`src/rtl/uart_pkg.sv`:
```
// Shared types and default parameters for the uart_rx_gen2 receiver.
// The optional parity stage is selected with the UART_RX_PARITY_EN macro.
package uart_pkg;

  typedef enum logic [2:0] {
    IDLE   = 3'd0,
    START  = 3'd1,
    DATA   = 3'd2,
    PARITY = 3'd3,
    STOP   = 3'd4
  } rx_state_t;

  localparam int DEF_CLK_DIV    = 2604;
  localparam int DEF_DATA_BITS  = 8;
  localparam int DEF_FIFO_DEPTH = 4;

endpackage

```
`src/rtl/uart_rx_fifo.sv`:
```
// First-word-fall-through receive buffer; a push onto a full buffer is dropped
// and reported on o_ovr unless a pop happens in the same cycle.
module uart_rx_fifo #(
  parameter int WIDTH = 8,
  parameter int DEPTH = 4
) (
  input  logic             clk,
  input  logic             rst_n,
  input  logic             i_push,
  input  logic [WIDTH-1:0] i_data,
  input  logic             i_pop,
  output logic [WIDTH-1:0] o_data,
  output logic             o_empty,
  output logic             o_ovr
);

  localparam int AW = (DEPTH > 1) ? $clog2(DEPTH) : 1;
  localparam logic [AW:0] PTR_ONE = (AW + 1)'(1);

  logic [WIDTH-1:0] r_mem [DEPTH];
  logic [AW:0]      r_wr_ptr;
  logic [AW:0]      r_rd_ptr;
  logic             w_full;
  logic             w_pop;
  logic             w_push;

  // The extra pointer MSB tells a full buffer apart from an empty one.
  assign o_empty = (r_wr_ptr == r_rd_ptr);
  assign w_full  = (r_wr_ptr[AW] != r_rd_ptr[AW]) &&
                   (r_wr_ptr[AW-1:0] == r_rd_ptr[AW-1:0]);
  assign w_pop   = i_pop && !o_empty;
  assign w_push  = i_push && (!w_full || w_pop);
  assign o_ovr   = i_push && w_full && !w_pop;
  assign o_data  = o_empty ? '0 : r_mem[r_rd_ptr[AW-1:0]];

  always_ff @(posedge clk) begin
    if (w_push) begin
      r_mem[r_wr_ptr[AW-1:0]] <= i_data;
    end
  end

  always_ff @(posedge clk or negedge rst_n) begin
    if (!rst_n) begin
      r_wr_ptr <= '0;
      r_rd_ptr <= '0;
    end else begin
      if (w_push) begin
        r_wr_ptr <= r_wr_ptr + PTR_ONE;
      end
      if (w_pop) begin
        r_rd_ptr <= r_rd_ptr + PTR_ONE;
      end
    end
  end

endmodule

```
`src/rtl/uart_rx_gen2.sv`:
```
// UART receiver: mid-bit sampling FSM feeding a FWFT word FIFO, sticky error flags.
// Even-parity stage and par_err are present only when UART_RX_PARITY_EN is defined.
module uart_rx_gen2
  import uart_pkg::*;
#(
  parameter int CLK_DIV    = DEF_CLK_DIV,
  parameter int DATA_BITS  = DEF_DATA_BITS,
  parameter int FIFO_DEPTH = DEF_FIFO_DEPTH
) (
  input  logic                 clk,
  input  logic                 rst_n,
  input  logic                 RX,
  input  logic                 rd_en,
  input  logic                 clr_err,
  output logic [DATA_BITS-1:0] rx_data,
  output logic                 rdy,
  output logic                 frm_err,
  output logic                 ovr_err,
  output logic                 par_err
);

  localparam int CW = $clog2(CLK_DIV + 1);
  localparam int BW = (DATA_BITS > 1) ? $clog2(DATA_BITS) : 1;
  localparam logic [CW-1:0] CNT_FULL = CW'(CLK_DIV);
  localparam logic [CW-1:0] CNT_HALF = CW'(CLK_DIV / 2);
  localparam logic [CW-1:0] CNT_ONE  = CW'(1);
  localparam logic [BW-1:0] BIT_LAST = BW'(DATA_BITS - 1);
  localparam logic [BW-1:0] BIT_ONE  = BW'(1);

  logic [1:0]           r_sync;
  rx_state_t            r_state;
  logic [CW-1:0]        r_cnt;
  logic [BW-1:0]        r_bit;
  logic [DATA_BITS-1:0] r_shift;
  logic                 r_armed;
  logic                 r_frm_err;
  logic                 r_ovr_err;

  logic w_rxs;
  logic w_tick;
  logic w_push;
  logic w_frm_set;
  logic w_ovr_set;
  logic w_fifo_empty;

  always_ff @(posedge clk or negedge rst_n) begin
    if (!rst_n) begin
      r_sync <= 2'b11;
    end else begin
      r_sync <= {r_sync[0], RX};
    end
  end

  assign w_rxs     = r_sync[1];
  // The counter expires after exactly the number of cycles it was loaded with.
  assign w_tick    = (r_cnt == CNT_ONE);
  assign w_push    = (r_state == STOP) && w_tick && w_rxs;
  assign w_frm_set = (r_state == STOP) && w_tick && !w_rxs;

  always_ff @(posedge clk or negedge rst_n) begin
    if (!rst_n) begin
      r_state <= IDLE;
      r_cnt   <= '0;
      r_bit   <= '0;
      r_shift <= '0;
      r_armed <= 1'b0;
    end else begin
      if (r_cnt != '0) begin
        r_cnt <= r_cnt - CNT_ONE;
      end
      case (r_state)
        IDLE: begin
          // After reset the line must be seen idle before a low level counts as a start.
          if (w_rxs) begin
            r_armed <= 1'b1;
          end else if (r_armed) begin
            r_state <= START;
            r_cnt   <= CNT_HALF;
          end
        end
        START: begin
          if (w_tick) begin
            if (w_rxs) begin
              r_state <= IDLE;
            end else begin
              r_state <= DATA;
              r_cnt   <= CNT_FULL;
              r_bit   <= '0;
            end
          end
        end
        DATA: begin
          if (w_tick) begin
            r_shift <= {w_rxs, r_shift[DATA_BITS-1:1]};
            r_cnt   <= CNT_FULL;
            if (r_bit == BIT_LAST) begin
              r_bit <= '0;
`ifdef UART_RX_PARITY_EN
              r_state <= PARITY;
`else
              r_state <= STOP;
`endif
            end else begin
              r_bit <= r_bit + BIT_ONE;
            end
          end
        end
        PARITY: begin
`ifdef UART_RX_PARITY_EN
          if (w_tick) begin
            r_state <= STOP;
            r_cnt   <= CNT_FULL;
          end
`else
          r_state <= IDLE;
`endif
        end
        STOP: begin
          if (w_tick) begin
            r_state <= IDLE;
            r_cnt   <= '0;
          end
        end
        default: begin
          r_state <= IDLE;
        end
      endcase
    end
  end

  uart_rx_fifo #(
    .WIDTH (DATA_BITS),
    .DEPTH (FIFO_DEPTH)
  ) u_fifo (
    .clk     (clk),
    .rst_n   (rst_n),
    .i_push  (w_push),
    .i_data  (r_shift),
    .i_pop   (rd_en),
    .o_data  (rx_data),
    .o_empty (w_fifo_empty),
    .o_ovr   (w_ovr_set)
  );

  assign rdy = !w_fifo_empty;

  // A set event in the same cycle as clr_err keeps the flag raised.
  always_ff @(posedge clk or negedge rst_n) begin
    if (!rst_n) begin
      r_frm_err <= 1'b0;
      r_ovr_err <= 1'b0;
    end else begin
      r_frm_err <= w_frm_set | (r_frm_err & ~clr_err);
      r_ovr_err <= w_ovr_set | (r_ovr_err & ~clr_err);
    end
  end

  assign frm_err = r_frm_err;
  assign ovr_err = r_ovr_err;

`ifdef UART_RX_PARITY_EN
  logic r_par_err;
  logic w_par_set;

  assign w_par_set = (r_state == PARITY) && w_tick && (w_rxs != (^r_shift));

  always_ff @(posedge clk or negedge rst_n) begin
    if (!rst_n) begin
      r_par_err <= 1'b0;
    end else begin
      r_par_err <= w_par_set | (r_par_err & ~clr_err);
    end
  end

  assign par_err = r_par_err;
`else
  assign par_err = 1'b0;
`endif

endmodule

```
`config.mk`:
```
export PLATFORM = sky130hd
export DESIGN_NAME = uart_rx_gen2
export DESIGN_NICKNAME = d
export VERILOG_FILES = /design/src/rtl/uart_pkg.sv /design/src/rtl/uart_rx_fifo.sv /design/src/rtl/uart_rx_gen2.sv
export SDC_FILE = /design/constraint.sdc
export NUM_CORES = 1
export LEC_CHECK = 0
export CORE_UTILIZATION = 37
export DETAILED_ROUTE_END_ITERATION = 10
export GPL_ROUTABILITY_DRIVEN = 0
export GPL_TIMING_DRIVEN = 0
export SYNTH_ARGS = -nofsm -noshare
export SYNTH_HDL_FRONTEND = slang
export SYNTH_SLANG_ARGS = --single-unit
```
`constraint.sdc`:
```
create_clock -name clk -period 4.8 [get_ports clk]
set_input_delay 0.72 -clock clk [delete_from_list [all_inputs] [get_ports clk]]
set_output_delay 0.72 -clock clk [all_outputs]
set_load 0.1 [all_outputs]
```
== Word-level counts from Yosys, hierarchy flattened ==
Memories as Yosys holds them, arrays and structs flattened.
Index checks and enable logic that the tools add are counted.

* Bits of input ports: 5
* Bits in read-only memories: 0
* RAM bits: 32
* Bits in latches: 0
* Memories kept: 1
* Output and inout port bits: 12
* Bits in registers: 37

* Equal/unequal tests: 15
* Reductions and logical operators: 20
* Multiply operators: 0
* $add $sub $neg: 4
* Multiplexer cells: 24
* $lt $le $gt $ge: 0
* Divide/modulo/power cells: 0
* Bitwise gates (word level): 5
* Shift-type cells: 0

{| class="wikitable"
|+ Memory list
! memory !! words !! width !! read ports !! clocked after Yosys merged registers in !! wr ports !! RTL line !! RTL
|-
| u_fifo.r_mem || 4 || 8 || 1 || 0 || 1 || uart_rx_fifo.sv:20 || <nowiki>logic [WIDTH-1:0] r_mem [DEPTH];</nowiki>
|}

{| class="wikitable"
|+ Operators with widths
! cell !! count
|-
| $mux 12 || 7
|-
| $pmux 12 s4 || 1
|-
| $mux 3 || 10
|-
| $ne 2x2->1 const B || 7
|-
| $eq 12x1->1 const B || 1
|-
| $pmux 3 s4 || 1
|-
| $reduce_bool 12->1 || 1
|-
| $sub 12x1->12 const B || 1
|-
| $add 3x1->3 const B || 3
|-
| $logic_and 1x1->1 || 8
|-
| $mux 8 || 1
|-
| $eq 3x3->1 const B || 2
|-
| $pmux 3 s2 || 1
|-
| $reduce_and 6->1 || 1
|-
| $logic_not 1->1 || 4
|-
| $reduce_and 2->1 || 2
|-
| $reduce_and 4->1 || 1
|-
| $eq 3x1->1 const B || 1
|-
| $eq 3x2->1 const B || 1
|-
| $eq 3x3->1 || 1
|-
| $logic_not 3->1 || 1
|-
| $and 1x1->1 || 2
|-
| $eq 2x2->1 || 1
|-
| $mux 1 || 2
|-
| 6 further kinds || 7
|}

== Longest topological paths before layout ==
* Word-level depth: 7
* Mapped depth: 7
* Gate-level depth less buffers: 6

== Modules after synthesis ==
From an unflattened synthesis, not the netlist that was laid out.

* Cell total of the unflattened synthesis: 249
* Area total of the unflattened synthesis: 3418.3 um^2

{| class="wikitable"
|+ By module, submodules not included
! module !! area an instance (um^2) !! instances !! cells each
|-
| uart_rx_gen2 || 1726.7 || 1 || 161
|-
| uart_rx_fifo || 1691.6 || 1 || 88
|}

== Worst setup path before layout ==
No wires, ideal clock.

* Path type: reg-to-output
* Start point: register u_fifo.r_rd_ptr[1]
* End point: output rx_data[0]
* Cell stages (with the launch flop): 6
* Setup slack: 1.320 ns
* Data arrival time: 2.760 ns
* Cells stage by stage: dfrtp_1 -> clkbuf_1 -> xnor2_1 -> nand3b_1 -> clkbuf_1 -> and2_1

* Cells in the longest elaborated chain, start to end: 2
* Elaborated cells on any way between the ends: 3
* Those cells by class: eq/ne (1); mux (1); memory (1)

{| class="wikitable"
|+ RTL lines
! item !! RTL line !! RTL
|-
| start: declaration || uart_rx_fifo.sv:22 || <nowiki>logic [AW:0] r_rd_ptr;</nowiki>
|-
| start signal: assignment || uart_rx_fifo.sv:51 || <nowiki>r_rd_ptr <= r_rd_ptr + PTR_ONE;</nowiki>
|-
| $mem_v2 4x8 or $eq 3x3->1 (tied branches) || -- ||
|-
| $mux 8 * || uart_rx_fifo.sv:34 || <nowiki>assign o_data = o_empty ? '0 : r_mem[r_rd_ptr[AW-1:0]];</nowiki>
|-
| end: declaration || uart_rx_gen2.sv:15 || <nowiki>output logic [DATA_BITS-1:0] rx_data,</nowiki>
|}

Every way passes the cells marked *; elsewhere a longest branch is shown, timed or not.

== Final worst setup path ==
* Start point: register u_fifo.r_rd_ptr[1]
* End point: output rx_data[7]

The elaborated chain is that of the path after synthesis.

==> results.md <==
* Outcome: finished clean
* Main synth FF type: dfrtp_1
* DIE AREA at 0.00914 mm2
* Tmin final at 3.89 ns
* Yosys Warn Count at 0
* Setup-failing EPs final at 0
* First-pass GRT wire length at 9200 um
* Antenna violations before repair at 0
* Sequential area share after synthesis at 58.3%
* Die width at 95.6 um
* Num CTS Buffers at 9
* Cell variety after synth at 57
* Port bufs at 15
* Worst path slowest cell: clkdlybuf4s50_1
* Tightest Hold Check Type: reg -> reg
* GR met1 Demand/Resource at 17.9%
* Htree depth at 3
* Crit path DAT at 3.17 ns
* Mean area per synthesized cell at 13.7 um2
* Core ar. at 0.00834 mm2
* Clk root buf: clkbuf_8
* Flops & latches, synth at 69
* Met2 track demand over resource at 22.4%
* Average wire per standard cell at 15.3 um
* Syn_nets at 252
* HPWL after DPL at 3820 um
* Reg2Reg Depth at 5
* Total gr overflow at 0
* CTS Sinks at 69
* RR Endpoint: u_fifo.r_mem[0][5]
* Core Rows at 33
* Area growth, synth to finish at 15.4%
* Syn Std Cell Area at 0.00324 mm2
* Final count of hold timing violations at 0
* Kind of critical path: reg -> out
* Die Ht at 95.6 um
* Power per Cell Area at 486 mW/mm2
* Final net count at 278
* Req. time, crit path at 4.08 ns
* I/O pins at 17
* Fmax at 257 MHz
* Instance area at placement at 0.00352 mm2
* Slew at the pin with the worst max-slew slack at 0.964 ns
* Final period utilization at 81.1%
* Cells after Synth at 237
* First-pass DRT Iterations at 4
* CP Depth at 6
* GR Util met3 at 5.50%
* Top cells by area, synth: edfxtp_1 (30%), dfrtp_1 (27%), mux4_2 (5.6%), ha_1 (3.9%), mux2_2 (3.5%)
* Clk buf depth at 2
* Final ANT Viol Nets at 0
* Critical Path Start: u_fifo.r_rd_ptr[1]
* Top cell type's share of synthesized area at 29.6%
* Cell family with most CP delay: buffers and inverters
* Share of cells above drive strength 1 at 20.9%
* Worst path cell trace: clkbuf_1 -> xnor2_1 -> nand3b_1 -> clkbuf_1 -> and2_1 -> clkdlybuf4s50_1
* GR peak layer: met2
* Initial core utilization at 38.9%
* Filler cells at 768
* Vias in the first global route at 1,779
* Vias post-DR at 1,870
* CTS tree: built
* Post-CTS Setup Inserts at 0
* Initial DRC Count at 58
* Fin area at 0.00374 mm2
* CP peak stage delay at 1.13 ns
* Crit. End Element: output port
* Startpoint Class: flop
* Launch point of the worst reg-to-reg path: r_cnt[4]
* Cell repeated most along the worst path: clkbuf_1
* Number of diodes at 0
* Worst vdd ir at 0.237 mV
* CP max FO at 10
* End of the critical path: rx_data[7]
* Layout Skew at 0.00804 ns
* # DRC at 0
* WL final at 5690 um
* # hold bufs at CTS at 0
* Clock-pin slew on the worst setup and hold paths at 0.08 ns
* Lkg Pwr at 1.44 nW
* RSZ-0062 raised after global routing: false
* Worst-skew pair later-pin latency at 0.35 ns
* Largest net degree at the start of global routing at 38
* Max-Cap Viols at 0
* Synth async-reset ratio at 53.6%
* Overall routing resource usage at 14.2%
* Post-synth EDFFs at 32
* Reg2reg setup slack at 2.20 ns
* Max-slew headroom at 35.6%
* Post-CTS sizing at 0
* Setup_tns at 0 ns
* Buf/Inv on CP at 3
* Post-layout power at 1.82 mW
* Fin. max-slew vios at 0
* Avg Vias per Cell at 5.01
* Cell taking the most area after synthesis: edfxtp_1
through the flow:
step           worst slack (ns)  cells  utilization, %  hold slack [ns]
3_5_place_dp               1.15    357            42.2            0.347
2_1_floorplan              1.32    237               -            0.345
6_report                  0.906    373            44.8            0.359
4_1_cts                   0.759    373            44.8            0.362
5_1_grt                   0.646    373            44.8            0.362
3_3_place_gp               1.18    357            42.2            0.345
layout by cell type (no fill, tap or decap), types with 3 or more instances in the layout:
master and count:
dfrtp_1 35, edfxtp_1 32, clkdlybuf4s50_1 14, and2_1 12, xnor2_1 11, mux2_2 10
ha_1 10, inv_1 9, clkbuf_8 9, mux4_2 8, o21ai_0 8, nor2_1 7
clkbuf_1 6, a21oi_1 6, nor3_1 6, nand2_1 5, nand4_1 4, o31ai_1 4
o21a_1 4, nor2b_1 3, or3b_2 3, nor4_1 3, and3_1 3, or3_1 3
or3_2 3
where the power goes:
group | internal (mW) | total, mW | switching (mW) | leakage [nW]
sequential | 0.681 | 0.750 | 0.0690 | 0.782
combinational | 0.226 | 0.545 | 0.319 | 0.547
clock | 0.294 | 0.520 | 0.226 | 0.107
total | 1.20 | 1.82 | 0.614 | 1.44
sequential cells by signal, summed over array words and instances (netlist names):
register and cells:
u_fifo.r_wr_ptr 3, r_bit 3, r_sync 2, r_state 3
r_cnt 12, u_fifo.r_mem 32, frm_err 1, u_fifo.r_rd_ptr 3
r_shift 8, r_armed 1, ovr_err 1
area by class of cell:
class / count / area, um2 / share of cell area (%)
Buffer: 10 / 57.6 / 1.54
Clock buffer: 9 / 124 / 3.31
Clock inverter: 7 / 97.6 / 2.61
Inverter: 9 / 33.8 / 0.903
Multi-Input combinational cell: 149 / 1260 / 33.7
Sequential cell: 69 / 1890 / 50.5
Tap cell: 105 / 131 / 3.51
Timing Repair Buffer: 15 / 145 / 3.88
how the worst min path moves through the flow:
| stage | startpoint | to | slack, ns | cells after the start |
|---|---|---|---|---|
| global route | r_sync[0] | r_sync[1] | 0.36 | 0 |
| CTS | r_sync[0] | r_sync[1] | 0.36 | 0 |
| detailed placement | r_sync[0] | r_sync[1] | 0.35 | 0 |
| floorplan | r_sync[0] | r_sync[1] | 0.35 | 0 |
| global placement | r_sync[0] | r_sync[1] | 0.35 | 0 |
| finish | r_sync[0] | r_sync[1] | 0.36 | 0 |
cell usage after synthesis, types with 2 or more instances:
master	n
inv_1	9
a21o_1	2
nand3b_1	2
mux4_2	8
o31ai_1	4
nor2b_1	3
or3b_2	3
nor3b_1	2
dfrtp_1	35
and3_1	3
o21ai_0	8
nor4_1	3
or3_1	3
and2_1	12
nand4_1	4
nand2_1	5
edfxtp_1	32
mux2_2	10
nor2_1	7
or4_1	2
buf_6	2
o22ai_1	2
xnor2_1	11
a21oi_1	6
nor3_1	6
dfstp_2	2
nand4b_1	2
ha_1	10
clkbuf_1	6
o21a_1	4
or3_2	3
routing by layer:
layer  routed length [um]  up-vias
met5                    0        -
met4                   69        0
met3                  213        8
met2                 2780       27
met1                 2630      901
li1                     -      934
kinds of logic after synthesis:
logic type,after synthesis,synth area share (%)
and+or+nand+nor,72,15.0
DFF,69,58.3
AOI/OAI and AO/OA,34,6.87
muxes,20,9.84
buffers and inverters,19,2.82
xor gates and xnor gates,12,3.24
adders and majority gates,10,3.86
other,1,0.116
Power figures use the tool's default switching activity.
